## config.mk

```make
export PLATFORM = sky130hd
export DESIGN_NAME = alu_accum_unit
export DESIGN_NICKNAME = d
export VERILOG_FILES = /design/src/rtl/alu_accum_unit.sv
export SDC_FILE = /design/constraint.sdc
export NUM_CORES = 1
export LEC_CHECK = 0
export BUFFER_PORTS_ARGS = -buffer_cell sky130_fd_sc_hd__buf_4
export CAP_MARGIN = 20
export CORE_ASPECT_RATIO = 0.75
export CORE_UTILIZATION = 55
export DETAILED_ROUTE_END_ITERATION = 6
export HOLD_SLACK_MARGIN = 0.15
export PLACE_DENSITY = 0.72
export SLEW_MARGIN = 20
export SYNTH_ARGS = -nofsm -noshare
export SYNTH_HDL_FRONTEND = slang
export SYNTH_SLANG_ARGS = --single-unit
```

## constraint.sdc

```tcl
create_clock -name CLK -period 10.55 [get_ports CLK]
set_clock_uncertainty 0.2 [all_clocks]
set_input_delay 1.055 -clock CLK [delete_from_list [all_inputs] [get_ports CLK]]
set_output_delay 1.055 -clock CLK [all_outputs]
set_load 0.01 [all_outputs]
```

## src/rtl/alu_accum_unit.sv

```systemverilog
// Accumulator ALU: single-cycle arithmetic/logic ops on an accumulator plus an
// optional sequential shift-add multiplier.
module alu_accum_unit #(
  parameter int WIDTH  = 16,
  parameter int MUL_EN = 1
) (
  input  logic             CLK,
  input  logic             RST,
  input  logic             start,
  input  logic [3:0]       opcode,
  input  logic [WIDTH-1:0] arg,
  output logic             busy,
  output logic             done,
  output logic [WIDTH-1:0] acc,
  output logic [4:0]       flags
);

  localparam int CNT_W = (WIDTH > 1) ? $clog2(WIDTH) : 1;

  typedef enum logic {S_IDLE, S_MUL} state_t;

  state_t             r_state, w_state_next;
  logic [WIDTH-1:0]   r_acc, w_acc_next;
  logic [4:0]         r_flags, w_flags_next;
  logic               r_done, w_done_next;
  logic               w_mul_start, w_mul_last;
  logic [2*WIDTH-1:0] w_prod_sum;
  logic [WIDTH:0]     w_add, w_sub;

  // Flags packed as {P, V, N, Z, C}; P set on an even count of ones.
  function automatic logic [4:0] pack_flags(input logic [WIDTH-1:0] res,
                                            input logic c, input logic v);
    return {~^res, v, res[WIDTH-1], (res == '0), c};
  endfunction

  // The carry flag doubles as carry-in for ADD and borrow-in for SUB.
  assign w_add = {1'b0, r_acc} + {1'b0, arg} + {{WIDTH{1'b0}}, r_flags[0]};
  assign w_sub = {1'b0, r_acc} - {1'b0, arg} - {{WIDTH{1'b0}}, r_flags[0]};

  always_comb begin
    w_state_next = r_state;
    w_acc_next   = r_acc;
    w_flags_next = r_flags;
    w_done_next  = 1'b0;
    w_mul_start  = 1'b0;
    case (r_state)
      S_IDLE: begin
        if (start) begin
          w_done_next = 1'b1;
          case (opcode)
            4'd0: begin
              w_acc_next   = w_add[WIDTH-1:0];
              w_flags_next = pack_flags(w_add[WIDTH-1:0], w_add[WIDTH],
                               (r_acc[WIDTH-1] == arg[WIDTH-1]) &&
                               (w_add[WIDTH-1] != r_acc[WIDTH-1]));
            end
            4'd1: begin
              w_acc_next   = w_sub[WIDTH-1:0];
              w_flags_next = pack_flags(w_sub[WIDTH-1:0], w_sub[WIDTH],
                               (r_acc[WIDTH-1] != arg[WIDTH-1]) &&
                               (w_sub[WIDTH-1] != r_acc[WIDTH-1]));
            end
            4'd2: begin
              w_acc_next   = r_acc & arg;
              w_flags_next = pack_flags(r_acc & arg, 1'b0, 1'b0);
            end
            4'd3: begin
              w_acc_next   = r_acc | arg;
              w_flags_next = pack_flags(r_acc | arg, 1'b0, 1'b0);
            end
            4'd4: begin
              w_acc_next   = r_acc ^ arg;
              w_flags_next = pack_flags(r_acc ^ arg, 1'b0, 1'b0);
            end
            4'd5: begin
              w_acc_next   = ~r_acc;
              w_flags_next = pack_flags(~r_acc, 1'b0, 1'b0);
            end
            4'd6: begin
              w_acc_next   = {r_acc[WIDTH-2:0], 1'b0};
              w_flags_next = pack_flags({r_acc[WIDTH-2:0], 1'b0}, r_acc[WIDTH-1], 1'b0);
            end
            4'd7: begin
              w_acc_next   = {1'b0, r_acc[WIDTH-1:1]};
              w_flags_next = pack_flags({1'b0, r_acc[WIDTH-1:1]}, r_acc[0], 1'b0);
            end
            4'd8: begin
              w_acc_next   = arg;
              w_flags_next = pack_flags(arg, 1'b0, 1'b0);
            end
            4'd9: begin
              if (MUL_EN != 0) begin
                w_done_next  = 1'b0;
                w_mul_start  = 1'b1;
                w_state_next = S_MUL;
              end
            end
            4'd10: w_flags_next = '0;
            default: ;
          endcase
        end
      end
      S_MUL: begin
        if (w_mul_last) begin
          w_state_next = S_IDLE;
          w_acc_next   = w_prod_sum[WIDTH-1:0];
          w_flags_next = pack_flags(w_prod_sum[WIDTH-1:0],
                                    |w_prod_sum[2*WIDTH-1:WIDTH], 1'b0);
          w_done_next  = 1'b1;
        end
      end
      default: w_state_next = S_IDLE;
    endcase
  end

  always_ff @(posedge CLK or posedge RST) begin
    if (RST) r_state <= S_IDLE;
    else     r_state <= w_state_next;
  end

  always_ff @(posedge CLK or posedge RST) begin
    if (RST) begin
      r_acc   <= '0;
      r_flags <= '0;
      r_done  <= 1'b0;
    end else begin
      r_acc   <= w_acc_next;
      r_flags <= w_flags_next;
      r_done  <= w_done_next;
    end
  end

  generate
    if (MUL_EN != 0) begin : g_mul
      logic [2*WIDTH-1:0] r_mcand, r_prod;
      logic [WIDTH-1:0]   r_mplier;
      logic [CNT_W-1:0]   r_cnt;

      // Product term for this cycle; the last one is written straight to acc.
      assign w_prod_sum = r_prod + (r_mplier[0] ? r_mcand : '0);
      assign w_mul_last = (r_cnt == CNT_W'(WIDTH - 1));

      always_ff @(posedge CLK or posedge RST) begin
        if (RST) begin
          r_mcand  <= '0;
          r_prod   <= '0;
          r_mplier <= '0;
          r_cnt    <= '0;
        end else if (w_mul_start) begin
          r_mcand  <= {{WIDTH{1'b0}}, r_acc};
          r_prod   <= '0;
          r_mplier <= arg;
          r_cnt    <= '0;
        end else if (r_state == S_MUL) begin
          r_prod   <= w_prod_sum;
          r_mcand  <= {r_mcand[2*WIDTH-2:0], 1'b0};
          r_mplier <= {1'b0, r_mplier[WIDTH-1:1]};
          r_cnt    <= r_cnt + CNT_W'(1);
        end
      end
    end else begin : g_no_mul
      assign w_prod_sum = '0;
      assign w_mul_last = 1'b0;
    end
  endgenerate

  assign busy  = (r_state == S_MUL);
  assign done  = r_done;
  assign acc   = r_acc;
  assign flags = r_flags;

endmodule

```

After elaboration in Yosys (flattened, before gate mapping):

Index checks and enable logic that the tools add are counted.

* word-level logic and storage cells: 91
* bits in registers: 107
* bits of input ports: 23
* output and inout bits: 23

* add/sub/neg operators: 6
* muxes and demuxes: 26
* reductions and logical operators: 27
* bitwise operators: 5
* equality and inequality tests: 19

Operators by type and width (count)
* 2-to-1 mux 32 bit: 5
* XNOR reduction 16 bit: 10
* case mux 16 bit (9 select lines): 1
* zero test 16 bit: 8
* 2-to-1 mux 16 bit: 4
* case mux 5 bit (10 select lines): 1
* adder 32 bit: 1
* case mux 16 bit (2 select lines): 1
* zero test 15 bit: 2
* adder 16 x 16 -> 17 bit: 1
* adder 17 x 1 -> 17 bit: 1
* subtractor 16 x 16 -> 17 bit: 1
* subtractor 17 x 1 -> 17 bit: 1
* bitwise AND 16 bit: 1
* equality test 4 x 3 -> 1 bit (second input constant): 4
* equality test 4 bit (second input constant): 4
* inverter 16 bit: 1
* OR 16 bit: 1
* OR reduction 16 bit: 1
* XOR 16 bit: 1
* != test 11 x 1 -> 1 bit (second input constant): 1
* 2-to-1 mux 5 bit: 2
* != test 10 x 1 -> 1 bit (second input constant): 1
* case mux 5 bit (2 select lines): 1
* 15 further kinds: 28

Logic depth before layout (Yosys ltp):

* depth after elaboration: 7
* gate-level depth with buffers: 21
* mapped depth without buffers: 21

Least setup slack after synthesis:

Ideal clock, no wire load.

* path type: input port to flip-flop
* from: input port arg[0]
* to: register r_flags[4], in the netlist flags[4]
* arrival: 4.528 ns
* stages: 18
* setup time: 0.086 ns
* setup slack: 5.737 ns
* required time: 10.264 ns
* path buffers: 0
* cells stage by stage: fa_1 > inv_1 > fa_1 > o221ai_1 > a221o_1 > a21oi_1 > o21ai_0 > a221oi_1 > o221ai_1 > xnor2_1 > ha_1 > xnor2_1 > xnor2_1 > xnor2_1 > o21ai_0 > a31oi_1 > a21oi_1 > o21ai_0

* longest elaborated chain between the ends: 6
* elaborated cells between the ends (all ways): 16
* those cells by class: add/sub (4); mux (3); bitwise (3); reduce/logical (6)

Ends and longest elaborated chain
* from (decl): line 11 `input logic [WIDTH-1:0] arg,`
* subtractor 16 x 16 -> 17 bit / adder 16 x 16 -> 17 bit (equally long branches): line 38, 37
* subtractor 17 x 1 -> 17 bit / adder 17 x 1 -> 17 bit (equally long branches): line 38, 37
* XNOR reduction 16 bit: line 33 `return {~^res, v, res[WIDTH-1], (res == '0), c};`
* case mux 5 bit (10 select lines) *: line 50 `case (opcode)`
* 2-to-1 mux 5 bit *: line 48 `if (start) begin`
* case mux 5 bit (2 select lines) *: line 46 `case (r_state)`
* to (signal assigned): line 128 `r_flags <= w_flags_next;`
* to (decl): line 24 `logic [4:0] r_flags, w_flags_next;`

Every way passes the cells marked *; elsewhere a longest branch is shown, timed or not. The select of a mux whose other input is x is not followed.
A chain may end at the register's enable or synchronous reset.

Worst setup path after layout:

Ends and elaborated chain as after synthesis.

==> summary.txt <==
Clocking
  • Clock sink count: 107
  • Clock Tree Root: clkbuf_16
  • Worst-Skew Late Latency: 380 ps
  • Max H-tree Level: 3
  • # resized after CTS: 0
  • CTS buffer count: 9
  • Post-CTS Setup Repair Bufs: 0
  • Post-CTS Hold Buffers: 0
  • Clock-pin slew on the worst setup and hold paths: 80 ps
  • CTS tree: done
  • Clk buf depth: 2

Timing
  • Worst Tran Pin Value: 1041 ps
  • Fin crit share: 0.5082
  • # setup viols final: 0
  • Fin crit period: 5362 ps
  • Slew margin rel.: 0.3036
  • Setup TNS: 0 ps
  • Hold Slack: 283.8 ps
  • Max Slew Vio Count: 0
  • Fmax: 186.5 MHz
  • Final hold vios: 0
  • RSZ-0062 raised after global routing: false

Yosys
  • Top cell type's share of synthesized area: 0.2358
  • Synth Warn #: 0
  • Synthesized instance count: 1431
  • Post-synth EDFFs: 0
  • Number of distinct library cells after synthesis: 69
  • Mapped Avg Cell Area: 7.934 um^2
  • Yosys reg bits: 107
  • Sequential area share after synthesis: 0.2358
  • Dominant cell type by area after synthesis: dfrtp_1
  • Mapped Nets: 1638
  • Post-synthesis async set-or-reset flop share: 1.000
  • Area contributors post-synth: dfrtp_1 24%, ha_1 20%, xnor2_1 7.3%, o21ai_0 6.3%, nand2_1 6.0%
  • Predominant post-synthesis flop cell: dfrtp_1
  • Post-Syn Area: 11350 um^2

Drt
  • Final ANT Viol Nets: 0
  • Pre-antenna DRT Iters: 6
  • WL per Instance: 22.53 um
  • WL final: 38.15 mm
  • Via density: 6.351
  • DRT iter0 DRCs: 1313
  • DRC: 0
  • Vias: 10753

Final layout
  • Final core occ: 0.6038
  • Most frequent cells in the layout: 181 x nand2_1, 179 x ha_1, 142 x o21ai_0, 105 x inv_1, 105 x dfrtp_1
  • Synthesis-to-finish area growth: 7.505%
  • Filler instances: 1927
  • Most common cell after layout, fill and taps aside: nand2_1
  • Non-filler cells, final: 1693
  • Post-layout nets: 1637
  • Post-Layout Inst Area: 12210 um^2
  • Fraction of layout cells with a size suffix above 1: 0.07805
  • Diode count: 0

Place
  • GP Congestion: 1.074
  • DP Area: 11890 um^2
  • DP HPWL: 28.70 mm
  • Placed cell count: 1676
  • Port Buf Inserts: 45

Critical path
  • Worst Setup Start Kind: primary input
  • CP Data Required Time: 10660 ps
  • Worst-path fanout max: 4
  • Worst setup path class: in2reg
  • Critical Path AT: 5470 ps
  • RR Startpoint: acc[0]
  • Critical path startpoint: arg[0]
  • Crit end category: register

Hold path
  • Hold Crit Start: g_mul.r_mplier[1]
  • Type of the worst min-delay path: reg2reg

Run status
  • Status: complete, no violations

Power and ir drop
  • Pleak: 5.599 nW
  • PwrDens: 357.0 nW/um^2
  • Maximum VDD drop: 0.2336 mV

Floorplanning
  • Starting Density: 0.5617
  • Ports: 46
  • Die area: 21230 um^2
  • Row cnt: 45
  • DIE WIDTH: 167.9 um
  • Core area: 20210 um^2
  • Die Ht: 126.4 um

Global routing
  • Gr ovfl total: 0
  • Total track usage: 0.3651
  • First-pass GRT wire length: 58.39 mm
  • Antenna violations before repair: 1
  • Pin count of the biggest net entering global routing: 97
  • Vias in the first global route: 9789

Run
  • MaxCap Viol Count: 0
[final timing paths]
check | to | slack, ps | cells past startpoint
min in group asynchronous | g_mul.r_mcand[15] | 560 | 2
max in group asynchronous | busy | 8220 | 3
min | g_mul.r_mplier[0] | 280 | 2
max reg2reg | flags[4] | 5300 | 20
max | flags[4] | 5190 | 21
min reg2reg | g_mul.r_mplier[0] | 280 | 2
[sequential cells by signal, indices dropped and copies added, names as in the netlist]
name	cells
done	1
g_mul.r_cnt	4
g_mul.r_mplier	16
acc	16
busy	1
g_mul.r_mcand	32
g_mul.r_prod	32
flags	5
[Yosys cell counts (all sizes together) (3+ instances only)]
master / n
a22o: 4
a21o: 17
inv: 106
and3: 3
or2: 12
nand2: 181
ha: 179
a221o: 6
and2: 38
nor2b: 3
nor2: 89
a21oi: 99
buf: 10
o21a: 3
o21ai: 148
o21bai: 5
a221oi: 19
mux2: 7
dfrtp: 107
or3: 10
nand2b: 6
a22oi: 9
o2111ai: 7
nor3: 20
o221ai: 5
clkbuf: 58
nand3: 30
nand3b: 3
fa: 5
nand4: 35
a31oi: 10
nor4: 5
o311ai: 4
o22ai: 10
xor2: 25
a211oi: 13
xnor2: 94
o211ai: 16
mux2i: 4
[critical path, cell delays in order]
cell and delay, ps:
buf_4 130, fa_1 550, inv_1 80, ha_1 170, o21ai_0 250, a21boi_0 200, o21ai_0 510, a31oi_1 280
a211oi_1 310, o21bai_1 100, xor2_1 270, inv_1 80, ha_1 310, xnor2_1 190, xnor2_1 160, xnor2_1 100
o21ai_0 150, a21oi_1 80, a31oi_1 240, a21oi_1 60, o21ai_0 180
[power by group]
group / total (W) / switching (W) / leakage [nW] / internal (W)
Clock: 0.000366 / 0.000174 / 0.150 / 0.000192
Combinational: 0.00321 / 0.00180 / 4.03 / 0.00141
Sequential: 0.000777 / 0.000220 / 1.42 / 0.000557
Total: 0.00436 / 0.00220 / 5.60 / 0.00216
[layer usage]
metal  share of wire  wire length, um  GRT usage
met5               0                0          0
met4           0.022              837    0.09660
met3            0.13             4871     0.1114
met2            0.38            14340     0.4706
met1            0.47            18100     0.5700
[metrics by stage]
stage	total power (W)	setup WS [ps]
final	0.004358	5188
after global routing	0.004663	4845
after CTS	0.004273	5265
after detailed placement	0.003884	4902
after global placement	0.003862	4956
after floorplan	0.003057	5737
[logic make-up (layout without fill, tap and decap cells)]
| family | count (synthesis) | after routing | synth area share |
|---|---|---|---|
| muxes | 11 | 11 | 0.01047 |
| DFF | 107 | 107 | 0.2358 |
| xor gates and xnor gates | 119 | 119 | 0.09180 |
| adders and majority gates | 184 | 184 | 0.2061 |
| and+or+nand+nor | 440 | 440 | 0.1791 |
| buffers and inverters | 174 | 178 | 0.05797 |
| AOI/OAI and AO/OA | 396 | 396 | 0.2188 |
[final cells by class]
cell class	count	area, um^2	area share
well taps	258	322.8	0.02645
inverters	106	400.4	0.03280
multi-input cells	1150	8068	0.6610
clock inverters	5	61.31	0.005023
flip-flops and latches	107	2683	0.2198
clock buffers	11	242.7	0.01989
repair buffers	56	427.9	0.03506
Power figures use the tool's default switching activity.
